===== config.mk =====
export PLATFORM = sky130hd
export DESIGN_NAME = absval_sched
export DESIGN_NICKNAME = d
export VERILOG_FILES = /design/src/rtl/absval_sched_pkg.sv /design/src/rtl/AbsVal.sv /design/src/rtl/PrefixAnd.sv /design/src/rtl/absval_rr_arb.sv /design/src/rtl/absval_sched.sv
export SDC_FILE = /design/constraint.sdc
export NUM_CORES = 1
export LEC_CHECK = 0
export BUFFER_PORTS_ARGS = -buffer_cell sky130_fd_sc_hd__buf_4
export CAP_MARGIN = 0
export CORE_ASPECT_RATIO = 1.5
export CORE_MARGIN = 2
export CORE_UTILIZATION = 43
export CTS_CLUSTER_SIZE = 30
export DETAILED_ROUTE_END_ITERATION = 12
export PLACE_DENSITY = 0.79
export SKIP_CTS_REPAIR_TIMING = 1
export SYNTH_ARGS = -nofsm -noshare
export SYNTH_HDL_FRONTEND = slang
export SYNTH_SLANG_ARGS = --single-unit

===== constraint.sdc =====
create_clock -name clk_i -period 1.7 [get_ports clk_i]
set_input_delay 0.085 -clock clk_i [delete_from_list [all_inputs] [get_ports clk_i]]
set_output_delay 0.085 -clock clk_i [all_outputs]
set_load 0.01 [all_outputs]

===== src/rtl/absval_sched_pkg.sv =====
// Shared types and default sizing for the absval_sched round-robin abs-value scheduler.
package absval_sched_pkg;

  localparam int unsigned DefWidth  = 8;
  localparam int unsigned DefNumReq = 4;
  localparam int unsigned DefIdW    = $clog2(DefNumReq);

  typedef logic [DefWidth-1:0] operand_t;

  // Pipeline payload at the default configuration.
  typedef struct packed {
    operand_t            data;
    logic [DefIdW-1:0]   id;
    logic                ovf;
  } s_payload_t;

endpackage


===== src/rtl/AbsVal.sv =====
// Two's-complement absolute value: bit i flips when negative and any lower bit is set.
module AbsVal
  import absval_sched_pkg::*;
#(
  parameter int unsigned Width = DefWidth,
  parameter int unsigned Speed = 1
) (
  input  logic [Width-1:0] i_a,
  output logic [Width-1:0] o_z,
  output logic             o_ovf
);

  // w_zero[i] is set when i_a[i:0] is all zeros.
  logic [Width-1:0] w_zero;

  PrefixAnd #(
    .Width(Width),
    .Speed(Speed)
  ) u_prefix (
    .i_a(~i_a),
    .o_z(w_zero)
  );

  always_comb begin
    o_z    = i_a;
    for (int i = 1; i < int'(Width); i++) begin
      o_z[i] = i_a[i] ^ (i_a[Width-1] & ~w_zero[i-1]);
    end
    o_ovf = i_a[Width-1] & w_zero[Width-2];
  end

endmodule


===== src/rtl/PrefixAnd.sv =====
// Prefix AND: o_z[i] = &i_a[i:0]. Speed selects serial (0), Brent-Kung (1) or Sklansky (2).
module PrefixAnd
  import absval_sched_pkg::*;
#(
  parameter int unsigned Width = DefWidth,
  parameter int unsigned Speed = 1
) (
  input  logic [Width-1:0] i_a,
  output logic [Width-1:0] o_z
);

  localparam int Levels = (Width > 1) ? $clog2(Width) : 1;

  // Index of the partner bit s positions below i, clamped so unused branches stay in range.
  function automatic int lo(input int i, input int s);
    return (i >= s) ? i - s : i;
  endfunction

  function automatic int sk_src(input int i, input int l);
    return (((i >> l) & 1) == 1) ? ((i >> l) << l) - 1 : i;
  endfunction

  logic [Width-1:0] w_t;
  logic [Width-1:0] w_n;

  always_comb begin
    w_t = i_a;
    w_n = i_a;
    if (Speed == 0) begin
      for (int i = 1; i < int'(Width); i++) begin
        w_t[i] = w_t[i-1] & i_a[i];
      end
    end else if (Speed == 2) begin
      for (int l = 0; l < Levels; l++) begin
        w_n = w_t;
        for (int i = 0; i < int'(Width); i++) begin
          if (((i >> l) & 1) == 1) w_n[i] = w_t[i] & w_t[sk_src(i, l)];
        end
        w_t = w_n;
      end
    end else begin
      // Up-sweep builds power-of-two block ANDs, down-sweep fills the gaps.
      for (int l = 0; l < Levels; l++) begin
        w_n = w_t;
        for (int i = 0; i < int'(Width); i++) begin
          if (((i + 1) % (1 << (l + 1))) == 0) w_n[i] = w_t[i] & w_t[lo(i, 1 << l)];
        end
        w_t = w_n;
      end
      for (int l = Levels - 2; l >= 0; l--) begin
        w_n = w_t;
        for (int i = 0; i < int'(Width); i++) begin
          if ((i >= (1 << (l + 1))) && (((i + 1) % (1 << (l + 1))) == (1 << l))) begin
            w_n[i] = w_t[i] & w_t[lo(i, 1 << l)];
          end
        end
        w_t = w_n;
      end
    end
    o_z = w_t;
  end

endmodule


===== src/rtl/absval_rr_arb.sv =====
// Combinational round-robin arbiter: first valid requester at or above i_ptr, wrapping.
module absval_rr_arb
  import absval_sched_pkg::*;
#(
  parameter int unsigned NumReq = DefNumReq,
  parameter int unsigned IdW    = $clog2(NumReq)
) (
  input  logic [NumReq-1:0] i_valid,
  input  logic [IdW-1:0]    i_ptr,
  input  logic              i_en,
  output logic [NumReq-1:0] o_gnt,
  output logic [IdW-1:0]    o_idx
);

  logic w_found;

  always_comb begin
    o_gnt   = '0;
    o_idx   = '0;
    w_found = 1'b0;
    for (int k = 0; k < int'(NumReq); k++) begin
      for (int i = 0; i < int'(NumReq); i++) begin
        if (!w_found && i_en && i_valid[i] &&
            (i == ((int'(i_ptr) + k) % int'(NumReq)))) begin
          o_gnt[i] = 1'b1;
          o_idx    = IdW'(i);
          w_found  = 1'b1;
        end
      end
    end
  end

endmodule


===== src/rtl/absval_sched.sv =====
// Round-robin scheduler sharing one AbsVal across NumReq requesters via a 2-stage pipeline.
// Define ABSVAL_SCHED_SAT_EN to saturate the most-negative operand to the largest positive value.
module absval_sched
  import absval_sched_pkg::*;
#(
  parameter int unsigned Width  = DefWidth,
  parameter int unsigned Speed  = 1,
  parameter int unsigned NumReq = DefNumReq,
  parameter int unsigned IdW    = $clog2(NumReq)
) (
  input  logic                         clk_i,
  input  logic                         rst_ni,
  input  logic [NumReq-1:0]            req_valid_i,
  output logic [NumReq-1:0]            req_ready_o,
  input  logic [NumReq-1:0][Width-1:0] req_data_i,
  output logic                         rsp_valid_o,
  input  logic                         rsp_ready_i,
  output logic [Width-1:0]             rsp_data_o,
  output logic [IdW-1:0]               rsp_id_o,
  output logic                         rsp_ovf_o
);

  typedef struct packed {
    logic [Width-1:0] data;
    logic [IdW-1:0]   id;
    logic             ovf;
  } payload_t;

  logic             r_s1_valid;
  logic [Width-1:0] r_s1_data;
  logic [IdW-1:0]   r_s1_id;
  logic             r_s2_valid;
  payload_t         r_s2;
  logic [IdW-1:0]   r_ptr;

  logic              w_s2_rdy;
  logic              w_s1_rdy;
  logic [NumReq-1:0] w_gnt;
  logic [IdW-1:0]    w_idx;
  logic              w_hs;
  logic [IdW-1:0]    w_next_ptr;
  logic [Width-1:0]  w_abs;
  logic [Width-1:0]  w_res;
  logic              w_ovf;

  assign w_s2_rdy = !r_s2_valid || rsp_ready_i;
  assign w_s1_rdy = !r_s1_valid || w_s2_rdy;

  absval_rr_arb #(
    .NumReq(NumReq),
    .IdW   (IdW)
  ) u_arb (
    .i_valid(req_valid_i),
    .i_ptr  (r_ptr),
    .i_en   (w_s1_rdy),
    .o_gnt  (w_gnt),
    .o_idx  (w_idx)
  );

  assign req_ready_o = w_gnt;
  assign w_hs        = |w_gnt;
  assign w_next_ptr  = (w_idx == IdW'(NumReq - 1)) ? '0 : w_idx + 1'b1;

  AbsVal #(
    .Width(Width),
    .Speed(Speed)
  ) u_abs (
    .i_a  (r_s1_data),
    .o_z  (w_abs),
    .o_ovf(w_ovf)
  );

`ifdef ABSVAL_SCHED_SAT_EN
  assign w_res = w_ovf ? {1'b0, {(Width - 1){1'b1}}} : w_abs;
`else
  assign w_res = w_abs;
`endif

  always_ff @(posedge clk_i or negedge rst_ni) begin
    if (!rst_ni) begin
      r_ptr <= '0;
    end else if (w_hs) begin
      r_ptr <= w_next_ptr;
    end
  end

  // S1 empties into S2 whenever it is ready, so it only stays valid on a new grant.
  always_ff @(posedge clk_i or negedge rst_ni) begin
    if (!rst_ni) begin
      r_s1_valid <= 1'b0;
      r_s1_data  <= '0;
      r_s1_id    <= '0;
    end else if (w_s1_rdy) begin
      r_s1_valid <= w_hs;
      if (w_hs) begin
        r_s1_data <= req_data_i[w_idx];
        r_s1_id   <= w_idx;
      end
    end
  end

  always_ff @(posedge clk_i or negedge rst_ni) begin
    if (!rst_ni) begin
      r_s2_valid <= 1'b0;
      r_s2       <= '0;
    end else if (w_s2_rdy) begin
      r_s2_valid <= r_s1_valid;
      if (r_s1_valid) begin
        r_s2.data <= w_res;
        r_s2.id   <= r_s1_id;
        r_s2.ovf  <= w_ovf;
      end
    end
  end

  assign rsp_valid_o = r_s2_valid;
  assign rsp_data_o  = r_s2.data;
  assign rsp_id_o    = r_s2.id;
  assign rsp_ovf_o   = r_s2.ovf;

endmodule


==> results of run 1 <==
[state kept, by name, summed over array words and instances, names as in the netlist]
register	cells
r_s1_id	2
rsp_data_o	8
r_ptr	2
rsp_id_o	2
r_s1_data	8
r_s1_valid	1
rsp_valid_o	1
[cell type report]
type | count | area, um^2
Fill cell | 250 | 1080
Timing Repair Buffer | 68 | 562
Inverter | 2 | 7.51
Clock buffer | 4 | 55.1
Tap cell | 40 | 50.0
Sequential cell | 24 | 603
Multi-Input combinational cell | 106 | 800
[tightest hold or removal path, delay by kind of cell]
| family | cells | cell delay, ns |
|---|---|---|
| buffers and inverters | 1 | 0.08 |
| AND/OR/NAND/NOR | 2 | 0.17 |
[cells by family (layout without fill, tap and decap cells)]
family | after synthesis | in the layout
compound gates | 37 | 37
flops | 24 | 24
buf+inv | 10 | 74
xor+xnor | 6 | 6
mux | 20 | 20
simple gates | 42 | 42
fa+ha+maj | 1 | 1
[layer usage]
layer	vias up	global-route usage, %	routed length, um
met4	0	5.41	17
met5	-	0	0
li1	635	-	-
met3	4	0.201	172
met2	51	33.0	2100
met1	629	20.6	1330
[how the worst max path moves through the flow]
stage | cells after the start | slack, ns | end | startpoint
final | 7 | 0.006 | r_s1_data[1] | r_ptr[1]
after CTS | 7 | -0.06 | r_ptr[1] | r_ptr[1]
after global routing | 6 | -0.06 | r_s1_data[4] | r_ptr[1]
after global placement | 7 | 0.04 | r_ptr[1] | r_ptr[1]
after detailed placement | 6 | -0.04 | r_ptr[1] | r_ptr[0]
after floorplan | 8 | 0.03 | r_ptr[1] | rsp_valid_o
[where the power goes]
part	total [W]	internal (W)	switching, W
Sequential	0.000859	0.000730	0.000129
Combinational	0.000906	0.000505	0.000401
Clock	0.000383	0.000206	0.000176
[synth_stat cells]
| cell | n |
|---|---|
| dfrtp_1 | 24 |
| mux2i_1 | 17 |
| nand2_1 | 14 |
| o21ai_0 | 13 |
| nor2_1 | 11 |
| a221oi_1 | 8 |
| nand2b_1 | 6 |
| xor2_1 | 6 |
| a21oi_1 | 4 |
| buf_6 | 3 |
| mux2_2 | 3 |
| a21o_2 | 2 |
| and3_1 | 2 |
| buf_4 | 2 |
| inv_1 | 2 |
| o22ai_1 | 2 |
| o31ai_1 | 2 |
| a211oi_2 | 1 |
| a21boi_0 | 1 |
| a21o_1 | 1 |
| and2_1 | 1 |
| buf_12 | 1 |
| buf_2 | 1 |
| clkbuf_1 | 1 |
| ha_1 | 1 |
| nand3_1 | 1 |
| nand3b_1 | 1 |
| nand3b_2 | 1 |
| nor2b_1 | 1 |
| nor3_1 | 1 |
| nor4_1 | 1 |
| o2111a_1 | 1 |
| o21a_1 | 1 |
| o22a_2 | 1 |
| or2_2 | 1 |
| or4_1 | 1 |
[through the flow]
| stage | worst slack [ns] | util [%] |
|---|---|---|
| 2_1_floorplan | 0.0295 | - |
| 3_3_place_gp | 0.0388 | 59.1 |
| 3_5_place_dp | -0.0395 | 59.1 |
| 4_1_cts | -0.0573 | 60.8 |
| 5_1_grt | -0.0612 | 65.7 |
| 6_report | 0.00607 | 65.7 |
==> flow_summary.json, run 1 <==
{
  "fin_crit_ns": 1.69,
  "synth.distinct_cells": 36,
  "synth_cells": 140,
  "max_freq_mhz": 590,
  "slowest_stage": "dfrtp_2",
  "row_count": 25,
  "grt_pass1_wl_um": 5060,
  "grtUsageTotal_pct": 17.1,
  "path_cells": "mux2i_2 -> a211oi_4 -> buf_6 -> buf_12 -> buf_4 -> mux2i_1 -> a221oi_1",
  "fin_tns_setup_ns": 0,
  "htreeDepth": 1,
  "path_buf_inv": 3,
  "synth_top_area_share_pct": 42.4,
  "worst_setup_path_start_kind": "flip-flop",
  "whs_endpoint": "rsp_valid_o",
  "rrSetupSlack_ns": 0.006,
  "synthMuxAreaShare_pct": 14.4,
  "min-delay-start": "rsp_ready_i",
  "synth_xor_xnor_area_share_pct": 3.71,
  "root_buffer": "clkbuf_8",
  "hold_viol_final": 0,
  "final_cell_mix": "buf_4, dfrtp_1, mux2i_1",
  "period_share_pct": 99.6,
  "gp_congestion": 0.830,
  "syn2layout_area_growth_pct": 46.6,
  "leakage_nw": 0.959,
  "fin_nets": 245,
  "path_clk_slew_ns": 0.08,
  "r2r_end": "r_s1_data[1]",
  "fp.dieH_um": 74.3,
  "tightest_slew_ns": 0.571,
  "antenna_found_initial": 0,
  "grt_setup_unrepaired": "yes",
  "antenna_left": 0,
  "grt_max_degree": 25,
  "cellPowerDensity_nw_per_um2": 1030,
  "fin_area_um2": 2080,
  "coreArea_um2": 3160,
  "endpoint_kind": "flip-flop",
  "path_class": "reg2reg",
  "ys_seq_area_share_pct": 42.4,
  "required_ns": 1.82,
  "synth-compound-area-share_pct": 18.1,
  "diodes": 0,
  "reg2reg_depth": 7,
  "avgViaCountPerCell": 5.41,
  "first_iter_violations": 20,
  "min_path_type": "in2reg",
  "drv_slew": 0,
  "finalPower_w": 0.00215,
  "grt_pass1_vias": 1171,
  "r2r-start": "r_ptr[1]",
  "ir_worst_vdd_mv": 0.598,
  "cp_max_fo": 6,
  "drive_above_1_share_pct": 46.1,
  "firstDrtPassIters": 5,
  "synth_area_um2": 1420,
  "synth_top_family_by_area": "compound AO/OA/AOI/OAI gates",
  "io_pins": 55,
  "synthAdderAreaFrac_pct": 0.883,
  "cts_buffers": 3,
  "clock_skew_ns": 0.00242,
  "grt.overflow.total": 0,
  "dp.final_hpwl_um": 2560,
  "placed_cells": 233,
  "ctsLongestPathBuffers": 2,
  "setup_violations": 0,
  "syn-num-nets": 180,
  "hold_slack_ns": 0.112,
  "synth.avg_cell_area_um2": 10.1,
  "instances_no_fill": 244,
  "outcome": "finished, final reports clean",
  "tritoncts": "yes",
  "clk_latency_ns": 0.26,
  "drc": 0,
  "critical-path-max-stage-delay_ns": 0.46,
  "layout_commonest_cell": "buf_4",
  "placed_area_um2": 1870,
  "cp_data_arrival_time_ns": 1.82,
  "start_util_pct": 44.8,
  "relSlewSlack_pct": 61.6,
  "cp_top_family": "flip-flops",
  "maxCapViolCount": 0,
  "synth_top_cell_by_area": "dfrtp_1",
  "clock_sinks": 24,
  "dieArea_um2": 3780,
  "port_buffers": 54,
  "num_vias": 1319,
  "die_x_um": 50.9,
  "synth_seq_cells": 24,
  "wirelength_um": 3630,
  "post_drt_wl_per_cell_um": 14.9,
  "holdPathStages": 3,
  "yosys_warnings": 0,
  "synthTopCellsByArea": "dfrtp_1, mux2i_1, a221oi_1",
  "synth-simple-area-share_pct": 14.5
}
No activity file was read; power rests on OpenSTA's default activity.
==> run 2, diff against run 1 <==
BUFFER_PORTS_ARGS = not set   (was -buffer_cell sky130_fd_sc_hd__buf_4)
CORE_UTILIZATION = 35   (was 43)
DONT_BUFFER_PORTS = 1   (was not set)
PLACE_DENSITY = 0.55   (was 0.79)
==> run 2 against run 1 <==
  * Total power fell by 16%
  * Critical endpoint is now r_s1_data[7]
  * Critical path type unchanged
  * Setup slack improved by 0.078 ns
  * Clock skew about the same
==> flow_summary.json, run 2 (synthesis results as in run 1) <==
{
  "post_drt_wl_per_cell_um": 15.7,
  "clock_sinks": 24,
  "drc": 0,
  "ir_worst_vdd_mv": 0.583,
  "root_buffer": "clkbuf_8",
  "endpoint_kind": "flip-flop",
  "antenna_left": 0,
  "drive_above_1_share_pct": 23.0,
  "hold_slack_ns": 0.0216,
  "fin_nets": 194,
  "grt.overflow.total": 0,
  "clock_skew_ns": 0.00208,
  "ctsLongestPathBuffers": 2,
  "finalPower_w": 0.00181,
  "wirelength_um": 3090,
  "clk_latency_ns": 0.26,
  "firstDrtPassIters": 4,
  "dp_slack_ns": 0.00851,
  "gp_congestion": 0.812,
  "grt_max_degree": 25,
  "dp.final_hpwl_um": 2410,
  "coreArea_um2": 3920,
  "leakage_nw": 0.682,
  "diodes": 0,
  "maxCapViolCount": 0,
  "cts_buffers": 3,
  "die_x_um": 55.9,
  "start_util_pct": 36.1,
  "dieArea_um2": 4580,
  "fp.dieH_um": 81.9,
  "tightest_slew_ns": 0.436,
  "io_pins": 55,
  "fill_cells": 412,
  "fin_tns_setup_ns": 0,
  "worst_setup_path_start_kind": "flip-flop",
  "grt_pass1_vias": 1045,
  "fin_crit_ns": 1.62,
  "path_clk_slew_ns": 0.08,
  "final_cell_mix": "dfrtp_1, mux2i_1, nand2_1",
  "htreeDepth": 1,
  "num_vias": 1094,
  "first_iter_violations": 24,
  "grtUsageTotal_pct": 13.2,
  "antenna_found_initial": 0,
  "grt_pass1_wl_um": 4740,
  "grt_setup_unrepaired": "yes",
  "hold_viol_final": 0,
  "cellPowerDensity_nw_per_um2": 1110,
  "period_share_pct": 95.0,
  "cp_max_fo": 6,
  "min_path_type": "in2reg",
  "avgViaCountPerCell": 5.55,
  "relSlewSlack_pct": 70.7,
  "required_ns": 1.86,
  "max_freq_mhz": 619,
  "cp_data_arrival_time_ns": 1.78,
  "setup_slack_ns": 0.0845,
  "tritoncts": "yes",
  "setup_violations": 0,
  "layout_commonest_cell": "dfrtp_1",
  "row_count": 28,
  "utilization_pct": 41.6,
  "drv_slew": 0,
  "outcome": "finished, final reports clean",
  "path_class": "reg2reg",
  "port_buffers": 0,
  "syn2layout_area_growth_pct": 15.2
}
## run 2: final cells by class
class	instances	area (um^2)	share of cell area (%)
inverters	2	7.51	0.460
flip-flops and latches	24	603	37.0
clock buffers	3	41.3	2.53
multi-input cells	106	771	47.2
repair buffers	17	153	9.36
well taps	45	56.3	3.45
## run 2: worst paths after layout
| check | start | endpoint | slack (ns) | cells past startpoint |
|---|---|---|---|---|
| min reg2reg | r_s1_id[1] | r_s1_id[1] | 0.50 | 1 |
| min in group asynchronous | rst_ni | r_s1_id[0] | 0.26 | 2 |
| max reg2reg | r_ptr[1] | r_s1_data[7] | 0.08 | 6 |
| min | rsp_ready_i | rsp_valid_o | 0.02 | 2 |
| max | r_ptr[1] | r_s1_data[7] | 0.08 | 6 |
| max in group asynchronous | rst_ni | r_ptr[1] | 1.29 | 2 |
## run 2: power breakdown
group	switching, W	total, W	internal [W]
Sequential	0.000170	0.000901	0.000731
Clock	0.000166	0.000324	0.000158
Combinational	0.000279	0.000583	0.000304
## run 2: through the flow
| stage | std cells | cell area [um^2] |
|---|---|---|
| after floorplan | 140 | 1420 |
| after global placement | 190 | 1500 |
| after detailed placement | 190 | 1500 |
| after CTS | 193 | 1540 |
| after global routing | 197 | 1630 |
| final | 197 | 1630 |
## run 2: per-layer routing
metal  vias up  global-route usage, %  share of wire [%]
met5         -                      0                  0
li1        532                      -                  -
met3         4                   2.36                4.4
met1       527                   14.3                 40
met2        31                   24.5                 53
met4         0                   7.14                1.9
## run 2: worst max-delay path, cell delays in order, from the launching register on
cell and delay, ns:
dfrtp_2 0.45, nand2_1 0.07, o21ai_1 0.09, a211oi_4 0.30
buf_4 0.23, mux2i_1 0.08, a221oi_1 0.29
==> run 3, diff against run 2 <==
PLACE_DENSITY = 0.5   (was 0.55)
==> run 3 against run 2 <==
  * Core utilization increased by 1.1 points
  * Combinational power increased by 4.3%
  * Sequential power about the same
  * Non-clock buffer count unchanged
  * Routed wire length increased by 2.5%
  * Design area increased by 2.8%
  * Sequential share of layout area decreased by 0.99 points
  * Critical path type unchanged
  * Fmax decreased by 1.5%
  * Register-to-register slack got worse by 0.03 ns
  * Critical path depth decreased by 1
==> flow_summary.json, run 3 (synthesis results as in run 1) <==
{
  "clock_sinks": 24,
  "drv_slew": 0,
  "dp.final_hpwl_um": 2470,
  "maxCapViolCount": 0,
  "path_clk_slew_ns": 0.08,
  "fin_tns_setup_ns": 0,
  "fin_area_um2": 1680,
  "layout_commonest_cell": "dfrtp_1",
  "ctsLongestPathBuffers": 2,
  "finalPower_w": 0.00189,
  "tritoncts": "yes",
  "drt-met1-wl_um": 1320,
  "grt_max_degree": 25,
  "htreeDepth": 1,
  "path_cells": "mux2i_1 -> a211oi_4 -> buf_12 -> mux2i_1 -> a221oi_2",
  "slowest_stage": "dfrtp_2",
  "worst_setup_path_start_kind": "flip-flop",
  "antenna_left": 0,
  "met3_length_um": 142,
  "grt.overflow.total": 0,
  "post_drt_wl_per_cell_um": 16.0,
  "die_x_um": 55.9,
  "leakage_nw": 0.700,
  "cp_top_family": "flip-flops",
  "cts_buffers": 3,
  "relSlewSlack_pct": 68.5,
  "endpoint_kind": "flip-flop",
  "fin_crit_ns": 1.64,
  "drive_above_1_share_pct": 26.1,
  "drc": 0,
  "ir_worst_vdd_mv": 0.573,
  "setup_violations": 0,
  "cp_max_fo": 13,
  "cpMostUsedCell": "mux2i_1",
  "min-delay-start": "rsp_ready_i",
  "firstDrtPassIters": 4,
  "row_count": 28,
  "grt_pass1_vias": 1090,
  "clock_skew_ns": 0.00207,
  "num_vias": 1080,
  "coreArea_um2": 3920,
  "path_buf_inv": 1,
  "top_layer": "met4",
  "fin_nets": 194,
  "gp_congestion": 0.766,
  "dieArea_um2": 4580,
  "cp_data_arrival_time_ns": 1.77,
  "antenna_found_initial": 0,
  "cellPowerDensity_nw_per_um2": 1130,
  "tightest_slew_ns": 0.472,
  "final_cell_mix": "dfrtp_1, mux2i_1, nand2_1",
  "grt_setup_unrepaired": "yes",
  "wirelength_um": 3170,
  "first_iter_violations": 13,
  "wl_met2_um": 1650,
  "path_class": "reg2reg",
  "clk_latency_ns": 0.26,
  "r2r-start": "r_ptr[1]",
  "fill_cells": 396,
  "min_path_type": "in2reg",
  "outcome": "finished, final reports clean",
  "max_freq_mhz": 609,
  "diodes": 0,
  "avgViaCountPerCell": 5.45,
  "period_share_pct": 96.5,
  "required_ns": 1.83,
  "grtUsageTotal_pct": 14.3,
  "placed_area_um2": 1510,
  "port_buffers": 0,
  "grt_pass1_wl_um": 5110,
  "setup.worst_path.start": "r_ptr[1]",
  "start_util_pct": 36.1,
  "critical-path-max-stage-delay_ns": 0.46,
  "fp.dieH_um": 81.9,
  "io_pins": 55,
  "syn2layout_area_growth_pct": 18.4,
  "root_buffer": "clkbuf_8",
  "hold_viol_final": 0
}
-- run 3: area by class of cell --
type                       count  area [um^2]  area share (%)
sequential                    24          603            36.0
clock buffer                   4         55.1            3.28
inverter                       2         7.51           0.448
timing repair buffer          17          164            9.78
multi-input combinational    106          791            47.2
tap                           45         56.3            3.36
-- run 3: power by group --
part	leakage, nW	internal [W]	switching [W]	total, W
registers	0.276	0.000731	0.000173	0.000904
clock network	0.0288	0.000206	0.000174	0.000380
logic	0.395	0.000314	0.000295	0.000608
total	0.700	0.00125	0.000641	0.00189
-- run 3: path summary, 6_finish.rpt --
check / cells after the start / slack, ns / to
max: 5 / 0.06 / r_s1_data[3]
min: 2 / 0.02 / rsp_valid_o
max reg2reg: 5 / 0.06 / r_s1_data[3]
min reg2reg: 1 / 0.49 / r_s1_id[1]
max in group asynchronous: 2 / 1.30 / r_ptr[1]
min in group asynchronous: 2 / 0.24 / rsp_data_o[0]
-- run 3: per-stage QoR --
| step | hold WS (ns) | utilization [%] | setup WS, ns | std cells |
|---|---|---|---|---|
| 2_1_floorplan | -0.211 | - | 0.0295 | 140 |
| 3_3_place_gp | -0.210 | 38.6 | 0.0502 | 190 |
| 3_5_place_dp | -0.210 | 38.6 | -0.0169 | 190 |
| 4_1_cts | -0.498 | 40.0 | 0.00595 | 194 |
| 5_1_grt | 0.0396 | 42.7 | -0.0272 | 198 |
| 6_report | 0.0190 | 42.7 | 0.0593 | 198 |
-- run 3: layer usage --
layer | vias to the layer above | track usage, %
met5 | - | 0
met3 | 4 | 2.20
met1 | 510 | 17.0
li1 | 530 | -
met4 | 0 | 7.14
met2 | 36 | 25.4
-- run 3: worst reg2reg max path: stages, from the launching register on --
cell      delay [ns]
dfrtp_2         0.46
mux2i_1         0.17
a211oi_4        0.33
buf_12          0.20
mux2i_1         0.26
a221oi_2        0.10
